==> src/rtl/perip_sram_ctrl_if.sv <==
// Request/response channel between a load/store master and the SRAM controller.
// Each request is one bus word. Each completion is a single rsp_valid pulse.
interface perip_sram_ctrl_if #(
  parameter int REQ_AW = 21,
  parameter int BUS_DW = 32
);
  logic                  req_valid;
  logic                  req_ready;
  logic                  req_wen;
  logic [REQ_AW-1:0]     req_addr;
  logic [BUS_DW-1:0]     req_wdata;
  logic [BUS_DW/8-1:0]   req_wstrb;
  logic                  rsp_valid;
  logic [BUS_DW-1:0]     rsp_rdata;

  modport master (
    output req_valid, req_wen, req_addr, req_wdata, req_wstrb,
    input  req_ready, rsp_valid, rsp_rdata
  );

  modport slave (
    input  req_valid, req_wen, req_addr, req_wdata, req_wstrb,
    output req_ready, rsp_valid, rsp_rdata
  );
endinterface

==> src/rtl/perip_sram_ctrl.sv <==
// Clocked async-SRAM controller. It splits one bus word into RATIO SRAM beats.
// Each beat has programmable wait states, and every pin is driven from a flop.
module perip_sram_ctrl #(
  parameter int AW      = 22,
  parameter int DW      = 16,
  parameter int BUS_DW  = 32,
  parameter int RD_WAIT = 2,
  parameter int WR_WAIT = 2
) (
  input  logic                CLK,
  input  logic                RST_n,
  perip_sram_ctrl_if.slave    bus,
  output logic                SRAM_CSn_io,
  output logic                SRAM_OEn_io,
  output logic                SRAM_WRn_io,
  output logic [DW/8-1:0]     SRAM_BEn_io,
  output logic [AW-1:0]       SRAM_ADDR_io,
  output logic [DW-1:0]       SRAM_DATA_IN_io,
  input  logic [DW-1:0]       SRAM_DATA_OUT_io,
  output logic [DW-1:0]       SRAM_DATA_t
);

  localparam int RATIO    = BUS_DW / DW;
  localparam int BEAT_W   = (RATIO > 1) ? $clog2(RATIO) : 1;
  localparam int REQ_AW   = AW - $clog2(RATIO);
  localparam int BPB      = DW / 8;
  localparam int STRB_W   = BUS_DW / 8;
  localparam int MAX_WAIT = (RD_WAIT > WR_WAIT) ? RD_WAIT : WR_WAIT;
  localparam int WT_W     = $clog2(MAX_WAIT + 1);

  localparam logic [WT_W-1:0]  RD_LOAD   = WT_W'(RD_WAIT - 1);
  localparam logic [WT_W-1:0]  WR_LOAD   = WT_W'(WR_WAIT - 1);
  localparam logic [RATIO-1:0] ALL_BEATS = '1;

  typedef enum logic [1:0] {
    ST_IDLE,
    ST_ACCESS,
    ST_RECOVER,
    ST_RESP
  } state_t;

  state_t              state_reg, state_next;
  logic [BEAT_W-1:0]   beat_reg, beat_next;
  logic [WT_W-1:0]     wait_reg, wait_next;
  logic                wen_reg;
  logic [REQ_AW-1:0]   addr_reg;
  logic [BUS_DW-1:0]   wdata_reg;
  logic [STRB_W-1:0]   wstrb_reg;

  logic                req_ready_reg;
  logic                rsp_valid_reg;
  logic [BUS_DW-1:0]   rsp_rdata_reg;
  logic                cs_n_reg, cs_n_next;
  logic                oe_n_reg, oe_n_next;
  logic                wr_n_reg, wr_n_next;
  logic [BPB-1:0]      ben_reg, ben_next;
  logic [AW-1:0]       addr_pin_reg, addr_pin_next;
  logic [DW-1:0]       data_in_reg, data_in_next;
  logic [DW-1:0]       data_t_reg, data_t_next;

  logic                accept;
  logic                rd_sample;
  logic [BEAT_W:0]     fb;
  logic [RATIO-1:0]    req_beat_en;
  logic [RATIO-1:0]    reg_beat_en;
  logic                wen_src;
  logic [REQ_AW-1:0]   addr_src;
  logic [BUS_DW-1:0]   wdata_src;
  logic [STRB_W-1:0]   wstrb_src;
  logic [AW-1:0]       addr_word;

  // A beat takes part in a write only if at least one of its byte strobes is set.
  genvar gi;
  generate
    for (gi = 0; gi < RATIO; gi++) begin : g_beat_en
      assign req_beat_en[gi] = |bus.req_wstrb[gi*BPB +: BPB];
      assign reg_beat_en[gi] = |wstrb_reg[gi*BPB +: BPB];
    end
  endgenerate

  // On the accept edge the pins must already reflect the new request.
  // So the pin logic looks at the bus inputs directly, not at the latched copies.
  assign wen_src   = accept ? bus.req_wen   : wen_reg;
  assign addr_src  = accept ? bus.req_addr  : addr_reg;
  assign wdata_src = accept ? bus.req_wdata : wdata_reg;
  assign wstrb_src = accept ? bus.req_wstrb : wstrb_reg;

  generate
    if (RATIO == 1) begin : g_addr_flat
      assign addr_word = addr_src;
    end else begin : g_addr_beat
      assign addr_word = {addr_src, beat_next};
    end
  endgenerate

  // Returns {found, index} for the lowest enabled beat at or above start.
  function automatic logic [BEAT_W:0] first_beat(input logic [RATIO-1:0] mask,
                                                 input int start);
    logic [BEAT_W:0] res;
    res = '0;
    for (int b = RATIO - 1; b >= 0; b--) begin
      if (b >= start && mask[b]) begin
        res = {1'b1, BEAT_W'(b)};
      end
    end
    return res;
  endfunction

  always_comb begin
    state_next = state_reg;
    beat_next  = beat_reg;
    wait_next  = wait_reg;
    accept     = 1'b0;
    rd_sample  = 1'b0;
    fb         = '0;
    case (state_reg)
      ST_IDLE: begin
        if (req_ready_reg && bus.req_valid) begin
          accept = 1'b1;
          fb     = first_beat(bus.req_wen ? req_beat_en : ALL_BEATS, 0);
          if (fb[BEAT_W]) begin
            state_next = ST_ACCESS;
            beat_next  = fb[BEAT_W-1:0];
            wait_next  = bus.req_wen ? WR_LOAD : RD_LOAD;
          end else begin
            state_next = ST_RESP;
          end
        end
      end
      ST_ACCESS: begin
        if (wait_reg != '0) begin
          wait_next = wait_reg - 1'b1;
        end else if (wen_reg) begin
          state_next = ST_RECOVER;
        end else begin
          rd_sample = 1'b1;
          fb        = first_beat(ALL_BEATS, int'(beat_reg) + 1);
          if (fb[BEAT_W]) begin
            beat_next = fb[BEAT_W-1:0];
            wait_next = RD_LOAD;
          end else begin
            state_next = ST_RESP;
          end
        end
      end
      ST_RECOVER: begin
        fb = first_beat(reg_beat_en, int'(beat_reg) + 1);
        if (fb[BEAT_W]) begin
          state_next = ST_ACCESS;
          beat_next  = fb[BEAT_W-1:0];
          wait_next  = WR_LOAD;
        end else begin
          state_next = ST_RESP;
        end
      end
      ST_RESP: begin
        state_next = ST_IDLE;
      end
      default: begin
        state_next = ST_IDLE;
      end
    endcase
  end

  // Pin values for the coming cycle. They are decoded from the state being entered.
  always_comb begin
    cs_n_next     = 1'b1;
    oe_n_next     = 1'b1;
    wr_n_next     = 1'b1;
    ben_next      = '1;
    data_t_next   = '1;
    addr_pin_next = addr_pin_reg;
    data_in_next  = data_in_reg;
    case (state_next)
      ST_ACCESS: begin
        cs_n_next     = 1'b0;
        addr_pin_next = addr_word;
        if (wen_src) begin
          wr_n_next    = 1'b0;
          ben_next     = ~wstrb_src[beat_next*BPB +: BPB];
          data_t_next  = '0;
          data_in_next = wdata_src[beat_next*DW +: DW];
        end else begin
          oe_n_next = 1'b0;
          ben_next  = '0;
        end
      end
      ST_RECOVER: begin
        cs_n_next   = 1'b0;
        ben_next    = ~wstrb_src[beat_next*BPB +: BPB];
        data_t_next = '0;
      end
      default: begin
      end
    endcase
  end

  always_ff @(posedge CLK) begin
    if (!RST_n) begin
      state_reg     <= ST_IDLE;
      beat_reg      <= '0;
      wait_reg      <= '0;
      wen_reg       <= 1'b0;
      addr_reg      <= '0;
      wdata_reg     <= '0;
      wstrb_reg     <= '0;
      req_ready_reg <= 1'b0;
      rsp_valid_reg <= 1'b0;
      rsp_rdata_reg <= '0;
      cs_n_reg      <= 1'b1;
      oe_n_reg      <= 1'b1;
      wr_n_reg      <= 1'b1;
      ben_reg       <= '1;
      addr_pin_reg  <= '0;
      data_in_reg   <= '0;
      data_t_reg    <= '1;
    end else begin
      state_reg     <= state_next;
      beat_reg      <= beat_next;
      wait_reg      <= wait_next;
      req_ready_reg <= (state_next == ST_IDLE);
      rsp_valid_reg <= (state_next == ST_RESP);
      cs_n_reg      <= cs_n_next;
      oe_n_reg      <= oe_n_next;
      wr_n_reg      <= wr_n_next;
      ben_reg       <= ben_next;
      addr_pin_reg  <= addr_pin_next;
      data_in_reg   <= data_in_next;
      data_t_reg    <= data_t_next;
      if (accept) begin
        wen_reg       <= bus.req_wen;
        addr_reg      <= bus.req_addr;
        wdata_reg     <= bus.req_wdata;
        wstrb_reg     <= bus.req_wstrb;
        rsp_rdata_reg <= '0;
      end
      if (rd_sample) begin
        rsp_rdata_reg[beat_reg*DW +: DW] <= SRAM_DATA_OUT_io;
      end
    end
  end

  assign bus.req_ready     = req_ready_reg;
  assign bus.rsp_valid     = rsp_valid_reg;
  assign bus.rsp_rdata     = rsp_rdata_reg;
  assign SRAM_CSn_io       = cs_n_reg;
  assign SRAM_OEn_io       = oe_n_reg;
  assign SRAM_WRn_io       = wr_n_reg;
  assign SRAM_BEn_io       = ben_reg;
  assign SRAM_ADDR_io      = addr_pin_reg;
  assign SRAM_DATA_IN_io   = data_in_reg;
  assign SRAM_DATA_t       = data_t_reg;

endmodule
==> src/flat_wrapper.sv <==
// flat-port wrapper written by rule: the top's interface ports become plain ports
module perip_sram_ctrl_flat 
#(
  parameter int AW      = 22,
  parameter int DW      = 16,
  parameter int BUS_DW  = 32,
  parameter int RD_WAIT = 2,
  parameter int WR_WAIT = 2
)
  (CLK, RST_n, SRAM_CSn_io, SRAM_OEn_io, SRAM_WRn_io, SRAM_BEn_io, SRAM_ADDR_io, SRAM_DATA_IN_io, SRAM_DATA_OUT_io, SRAM_DATA_t, bus_req_valid, bus_req_wen, bus_req_addr, bus_req_wdata, bus_req_wstrb, bus_req_ready, bus_rsp_valid, bus_rsp_rdata);
  perip_sram_ctrl_if #(.BUS_DW(BUS_DW)) bus_i ();
  input  logic CLK;
  input  logic RST_n;
  output logic SRAM_CSn_io;
  output logic SRAM_OEn_io;
  output logic SRAM_WRn_io;
  output logic [DW/8-1:0] SRAM_BEn_io;
  output logic [AW-1:0] SRAM_ADDR_io;
  output logic [DW-1:0] SRAM_DATA_IN_io;
  input  logic [DW-1:0] SRAM_DATA_OUT_io;
  output logic [DW-1:0] SRAM_DATA_t;
  input wire logic [$bits(bus_i.req_valid)-1:0] bus_req_valid;
  input wire logic [$bits(bus_i.req_wen)-1:0] bus_req_wen;
  input wire logic [$bits(bus_i.req_addr)-1:0] bus_req_addr;
  input wire logic [$bits(bus_i.req_wdata)-1:0] bus_req_wdata;
  input wire logic [$bits(bus_i.req_wstrb)-1:0] bus_req_wstrb;
  output wire logic [$bits(bus_i.req_ready)-1:0] bus_req_ready;
  output wire logic [$bits(bus_i.rsp_valid)-1:0] bus_rsp_valid;
  output wire logic [$bits(bus_i.rsp_rdata)-1:0] bus_rsp_rdata;
  assign bus_i.req_valid = bus_req_valid;
  assign bus_i.req_wen = bus_req_wen;
  assign bus_i.req_addr = bus_req_addr;
  assign bus_i.req_wdata = bus_req_wdata;
  assign bus_i.req_wstrb = bus_req_wstrb;
  assign bus_req_ready = bus_i.req_ready;
  assign bus_rsp_valid = bus_i.rsp_valid;
  assign bus_rsp_rdata = bus_i.rsp_rdata;
  perip_sram_ctrl #(.AW(AW), .DW(DW), .BUS_DW(BUS_DW), .RD_WAIT(RD_WAIT), .WR_WAIT(WR_WAIT)) u_core (.CLK(CLK), .RST_n(RST_n), .bus(bus_i), .SRAM_CSn_io(SRAM_CSn_io), .SRAM_OEn_io(SRAM_OEn_io), .SRAM_WRn_io(SRAM_WRn_io), .SRAM_BEn_io(SRAM_BEn_io), .SRAM_ADDR_io(SRAM_ADDR_io), .SRAM_DATA_IN_io(SRAM_DATA_IN_io), .SRAM_DATA_OUT_io(SRAM_DATA_OUT_io), .SRAM_DATA_t(SRAM_DATA_t));
endmodule
==> config.mk <==
export PLATFORM = sky130hd
export DESIGN_NAME = perip_sram_ctrl_flat
export DESIGN_NICKNAME = d
export VERILOG_FILES = /design/src/rtl/perip_sram_ctrl_if.sv /design/src/rtl/perip_sram_ctrl.sv /design/src/flat_wrapper.sv
export SDC_FILE = /design/constraint.sdc
export NUM_CORES = 1
export LEC_CHECK = 0
export ABC_CLOCK_PERIOD_IN_PS = 3700
export CORE_MARGIN = 2
export CORE_UTILIZATION = 40
export DETAILED_ROUTE_END_ITERATION = 7
export PLACE_DENSITY_LB_ADDON = 0.08
export SLEW_MARGIN = 30
export SYNTH_ARGS = -nofsm -noshare
export SYNTH_HDL_FRONTEND = slang
export SYNTH_SLANG_ARGS = --single-unit
export TNS_END_PERCENT = 100
==> constraint.sdc <==
create_clock -name CLK -period 3.7 [get_ports CLK]
set_clock_uncertainty 0.05 [all_clocks]
set_input_delay 0.74 -clock CLK [delete_from_list [all_inputs] [get_ports CLK]]
set_output_delay 0.74 -clock CLK [all_outputs]
set_load 0.05 [all_outputs]
# After elaboration in Yosys (flattened, before gate mapping)
# Cells that the tools add are included.
op_classes:
  bitwise: 1
  addsub: 3
  eq_ne: 11
  n_shift: 4
  order_cmp: 2
  reduce_logical: 15
  muxes: 54
ops:
  columns: ["operator", "n"]
  rows:
  - ["two-way mux 32 bit", 4]
  - ["two-way mux 2 bit", 26]
  - ["negation 5 -> 34 bit", 1]
  - ["variable shift 16 x 34 -> 32 bit, first input constant", 1]
  - ["indexed part select 16 x 34 -> 32 bit", 1]
  - ["bitwise mux 32 bit", 1]
  - ["greater-or-equal comparator 1 x 32 -> 1 bit, first input constant", 1]
  - ["greater-or-equal comparator 2 x 32 -> 1 bit, first input constant", 1]
  - ["case mux 16 bit (2 select lines)", 1]
  - ["indexed part select 32 x 6 -> 16 bit", 1]
  - ["two-way mux 21 bit", 1]
  - ["two-way mux 16 bit", 1]
  - ["two-way mux 1 bit", 15]
  - ["OR reduction 2 bit", 5]
  - ["equality test 2 bit, second input constant", 4]
  - ["case mux 2 bit (4 select lines)", 1]
  - ["inequality test 2 x 1 -> 1 bit, second input constant", 3]
  - ["case mux 2 bit (3 select lines)", 1]
  - ["AND reduction 6 bit", 1]
  - ["equality test 2 x 1 -> 1 bit, second input constant", 2]
  - ["logical NOT 2 bit", 2]
  - ["two-way mux 4 bit", 1]
  - ["case mux 2 bit (2 select lines)", 1]
  - ["AND reduction 2 bit", 2]
  - ["10 further kinds", 12]
totals:
  input_bits: 77
  ff_bits: 156
  output_inout_bits: 93
  elab_cells: 107

# Longest topological paths before layout
depth:
  word_depth: 15
  depth_mapped: 12
  ltp_nobuf: 9

# Worst setup path before layout
# OpenSTA, ideal clock, no wires.
synth_timing:
  path_kind: "input -> register"
  startpoint: "input bus_req_valid"
  endpoint: "register u_core.data_in_reg[10], in the netlist u_core.SRAM_DATA_IN_io[10]"
  slack_ps: 836
  required_ps: 3578
  n_path_buf: 3
  t_arrival_ps: 2743
  cell_stages: 10
  setup_ps: 72
  path_cell_list: "and4bb_2 -> buf_2 -> clkbuf_1 -> or3_1 -> ha_1 -> nand2_1 -> mux2i_1 -> clkbuf_1 -> o2111ai_1 -> mux2i_1"
synth_via:
  elab_chain_cells: 5
  word_cells_on_any_way: 12
  cone_classes: "eq/ne (1); shift (1); mux (8); reduce/logical (2)"
synth_rtl:
  columns: ["element", "line_no", "text"]
  rows:
  - ["start, declared", "flat_wrapper.sv:22", "input wire logic [$bits(bus_i.req_valid)-1:0] bus_req_valid;"]
  - ["logical AND 1 bit", "perip_sram_ctrl.sv:118", "if (req_ready_reg && bus.req_valid) begin"]
  - ["two-way mux 2 bit", "perip_sram_ctrl.sv:118", null]
  - ["case mux 2 bit (4 select lines)", "perip_sram_ctrl.sv:116", "case (state_reg)"]
  - ["named net u_core.state_next[0]", "perip_sram_ctrl.sv:42", "state_t state_reg, state_next;"]
  - ["equality test 2 x 1 -> 1 bit", "perip_sram_ctrl.sv:174", "case (state_next)"]
  - ["AND reduction 2 bit (no source line)", null, null]
  - ["end signal, assigned", "perip_sram_ctrl.sv:228", "data_in_reg <= data_in_next;"]
  - ["end, declared", "perip_sram_ctrl.sv:58", "logic [DW-1:0] data_in_reg, data_in_next;"]
# The timed path passes the listed nets, and every way through them passes these cells.
# A chain may end at the register's enable or synchronous reset.

# Worst setup path in the final report
layout_timing:
  startpoint: "input bus_req_wen"
  endpoint: "register u_core.ben_reg[1], in the netlist u_core.SRAM_BEn_io[1]"
layout_via:
  word_cells_on_any_way: 18
  cone_classes: "eq/ne (2); shift (1); mux (14); bitwise (1)"
layout_lines:
  columns: ["element", "line_no", "text"]
  rows:
  - ["start, declared", "flat_wrapper.sv:23", "input wire logic [$bits(bus_i.req_wen)-1:0] bus_req_wen;"]
  - ["two-way mux 2 bit (*)", "perip_sram_ctrl.sv:120", "fb = first_beat(bus.req_wen ? req_beat_en : ALL_BEATS, 0);"]
  - ["two-way mux 2 bit", "perip_sram_ctrl.sv:102", "if (b >= start && mask[b]) begin"]
  - ["two-way mux 2 bit (*)", "perip_sram_ctrl.sv:102", null]
  - ["two-way mux 2 bit (*)", "perip_sram_ctrl.sv:118", null]
  - ["two-way mux 2 bit (*)", "perip_sram_ctrl.sv:116", null]
  - ["two-way mux 2 bit (*)", "perip_sram_ctrl.sv:121", "if (fb[BEAT_W]) begin"]
  - ["two-way mux 2 bit (*)", "perip_sram_ctrl.sv:118", null]
  - ["case mux 2 bit (4 select lines) (*)", "perip_sram_ctrl.sv:116", null]
  - ["named net u_core.state_next[1]", "perip_sram_ctrl.sv:42", null]
  - ["equality test 2 bit or equality test 2 x 1 -> 1 bit (tied branches)", "perip_sram_ctrl.sv:174", null]
  - ["case mux 2 bit (2 select lines) (*)", "perip_sram_ctrl.sv:174", null]
  - ["end signal, assigned", "perip_sram_ctrl.sv:226", "ben_reg <= ben_next;"]
  - ["end, declared", "perip_sram_ctrl.sv:56", "logic [BPB-1:0] ben_reg, ben_next;"]
# The timed path passes the listed nets; every way through them passes the cells marked *. The select of a mux whose other input is x is not followed.

==> summary.md <==
| Metric | Value |
|---|---|
| Post-synth top cells | 141 x dfxtp_1, 107 x nand2_1, 65 x or3_1, 62 x mux2i_1, 48 x a21boi_0 |
| Required time worst endpoint | 3950 ps |
| Critical R2R Launch | u_core.state_reg[0] |
| Period utilisation layout | 0.755 |
| Crit start category | primary input |
| Filler cells | 1369 |
| Peak supply drop | 0.406 mV |
| Root Driver | clkbuf_16 |
| Drt total wl | 15700 um |
| Vias in the first global route | 5061 |
| Cell Chain, Critical Path | clkdlybuf4s50_1, nor3b_1, nand3_1, nand2_1, inv_1, ha_2, buf_4, a21oi_1, mux2i_1, a21oi_1, mux2i_1 |
| Synth Flop Type | dfxtp_1 |
| Post-placement cell count | 993 |
| CP Buf/Inv Count | 3 |
| Clk pin slew, worst setup/hold paths | 60 ps |
| Fraction of layout cells with a size suffix above 1 | 0.0650 |
| Int Power | 0.00355 W |
| TritonCTS clock tree | yes |
| Pwr Density | 624 nW/um2 |
| Slowest-stage cell, CP | clkdlybuf4s50_1 |
| CTS Buffer Depth | 2 |
| Core Area | 15300 um2 |
| PortBufs | 169 |
| Nets@finish | 883 |
| Gate Count Post-Synth | 676 |
| Die X | 130 um |
| Max Cap Viol | 0 |
| Post-synth top area share | 0.448 |
| H-tree levels | 4 |
| Clock latency on the worst-skew pair | 420 ps |
| CP delay by family, top | buffers and inverters |
| Post-synthesis sequential area ratio | 0.448 |
| Largest net degree at the start of global routing | 68 |
| Largest area contributor in the netlist | dfxtp_1 |
| GRT Util Overall | 0.190 |
| Vias per cell | 5.10 |
| Hold Startpoint | u_core.wdata_reg[4] |
| Synth warn | 0 |
| Layout Cells excl Fill | 1026 |
| Leak pwr | 3.32 nW |
| Die height | 130 um |
| Combinational share of power | 0.322 |
| Routed Antenna Nets | 0 |
| Status | finished clean |
| CP Max Fanout | 49 |
| Starting Density | 0.412 |
| Max stage delay on crit path | 550 ps |
| DRT iter0 DRCs | 322 |
| CP Launch Point | bus_req_wen |
| Achievable Freq | 358 MHz |
| Initial antenna violation count | 0 |
| Clock Sinks | 141 |
| RePlAce Congestion | 0.763 |
| Unrepaired setup endpoints after global routing | false |
| Syn avg cell area | 9.33 um2 |
| Reg power frac | 0.343 |
| DRC errors left | 0 |
| Final Max Tran Viols | 0 |
| Design Area, Final | 8670 um2 |
| Total nets after synthesis | 757 |
| Sw Share | 0.343 |
| Slew headroom | 0.595 |
| DP Wirelength | 10200 um |
| Minimum clock period | 2800 ps |
| Net Sw Power | 0.00185 W |
| Setup_tns | 0 ps |
| DIE AREA | 16800 um2 |
| Netlist cell types | 36 |
| Area growth syn-to-layout | 37.4% |
| Post-CTS setup buffer count | 0 |
| Gr ovfl total | 0 |
| CTS Buf Count | 17 |
| Hold buffer count at cts | 0 |
| Worst Setup End Kind | flop |
| Wire per inst | 15.3 um |
| Count leader, synth | dfxtp_1 |
| # rows | 45 |
| Pre-antenna DRT Iters | 5 |
| IO Pins | 170 |
| Final setup fails | 0 |
| First-pass GRT wire length | 25300 um |
| Synth async-reset ratio | 0 |
| WS Path Type | in -> reg |
| Min-Delay Path Class | reg -> reg |
| Synth Cell Area | 6310 um2 |
| Final hold vios | 0 |
| Cts repair resizes | 0 |
| Number of synthesized flops with an enable pin | 0 |
| Clk pwr share | 0.336 |
| Inserted Diodes | 0 |
| Placed Area | 8020 um2 |
| Synth area leaders | dfxtp_1 45%, mux2i_1 9.8%, or3_1 6.4%, nand2_1 6.4%, a21boi_0 5.7% |
| Least-Margin Pin Slew | 607 ps |
| Count of state elements after synthesis | 141 |
| Via Count | 5228 |
| WP data arrival | 3050 ps |
==> tightest hold or removal path: stages, from the launching register on <==
cell	delay, ps
dfxtp_1	300
nand2_1	40
a21boi_0	60
==> metal layers <==
layer | track usage | wire length (um) | share of wire
met3 | 0.0619 | 943 | 0.060
met2 | 0.297 | 7320 | 0.47
met5 | 0 | 0 | 0
met1 | 0.246 | 7300 | 0.46
met4 | 0.0670 | 160 | 0.010
==> per-stage QoR <==
stage          utilization  hold WS, ps  setup slack [ps]  total power, W
2_1_floorplan            -          389               836         0.00307
3_3_place_gp         0.523          397               438         0.00360
3_5_place_dp         0.523          403               307         0.00363
4_1_cts              0.565          411               750         0.00546
5_1_grt              0.566          431               693         0.00566
6_report             0.566          409               905         0.00541
==> path summary, 6_finish.rpt <==
path / slack, ps / depth (start not counted) / endpoint
min: 410 / 2 / u_core.wdata_reg[4]
max: 900 / 11 / u_core.SRAM_BEn_io[1]
min reg2reg: 410 / 2 / u_core.wdata_reg[4]
max reg2reg: 1130 / 10 / u_core.SRAM_BEn_io[1]
==> cells in the final DEF, fill, tap and decap left out, types with 2 or more instances in the layout <==
| cell | n |
|---|---|
| nor2b_1 | 44 |
| clkinv_2 | 2 |
| buf_4 | 12 |
| nand2_1 | 107 |
| clkinvlp_4 | 3 |
| inv_1 | 3 |
| nand3b_1 | 17 |
| and2_1 | 20 |
| nand3_1 | 3 |
| o2111ai_1 | 32 |
| o21ai_0 | 5 |
| clkbuf_1 | 2 |
| mux2i_1 | 61 |
| o211a_1 | 22 |
| ha_1 | 3 |
| clkdlybuf4s50_1 | 168 |
| a21boi_0 | 48 |
| bufinv_16 | 4 |
| clkbuf_8 | 3 |
| or3_1 | 65 |
| a21oi_1 | 9 |
| o21bai_1 | 2 |
| nor2_1 | 4 |
| nand2b_1 | 2 |
| clkbuf_16 | 17 |
| dfxtp_1 | 141 |
==> layout make-up <==
| class | count | area [um2] | area share |
|---|---|---|---|
| repair buffers | 181 | 1790 | 0.206 |
| clock buffers | 22 | 474 | 0.0547 |
| multi-input cells | 458 | 3150 | 0.363 |
| clock inverters | 10 | 161 | 0.0186 |
| well taps | 211 | 264 | 0.0305 |
| flip-flops and latches | 141 | 2820 | 0.326 |
| inverters | 3 | 11.3 | 0.00130 |
==> kinds of logic (layout without fill, tap and decap cells) <==
kind of cell,Yosys count,count (layout),share of synthesized area
and+or+nand+nor,271,271,0.232
adders and majority gates,4,4,0.00794
DFF,141,141,0.448
AOI/OAI and AO/OA,121,121,0.154
muxes,62,62,0.0984
buffers and inverters,77,216,0.0607
==> power groups by stage <==
| stage | clock network, W | logic, W | registers [W] |
|---|---|---|---|
| floorplan | 0 | 0.000734 | 0.00234 |
| global placement | 0 | 0.00173 | 0.00188 |
| detailed placement | 0 | 0.00174 | 0.00188 |
| CTS | 0.00185 | 0.00175 | 0.00185 |
| global route | 0.00192 | 0.00186 | 0.00188 |
| finish | 0.00181 | 0.00174 | 0.00185 |
(Power assumes the default switching activity.)
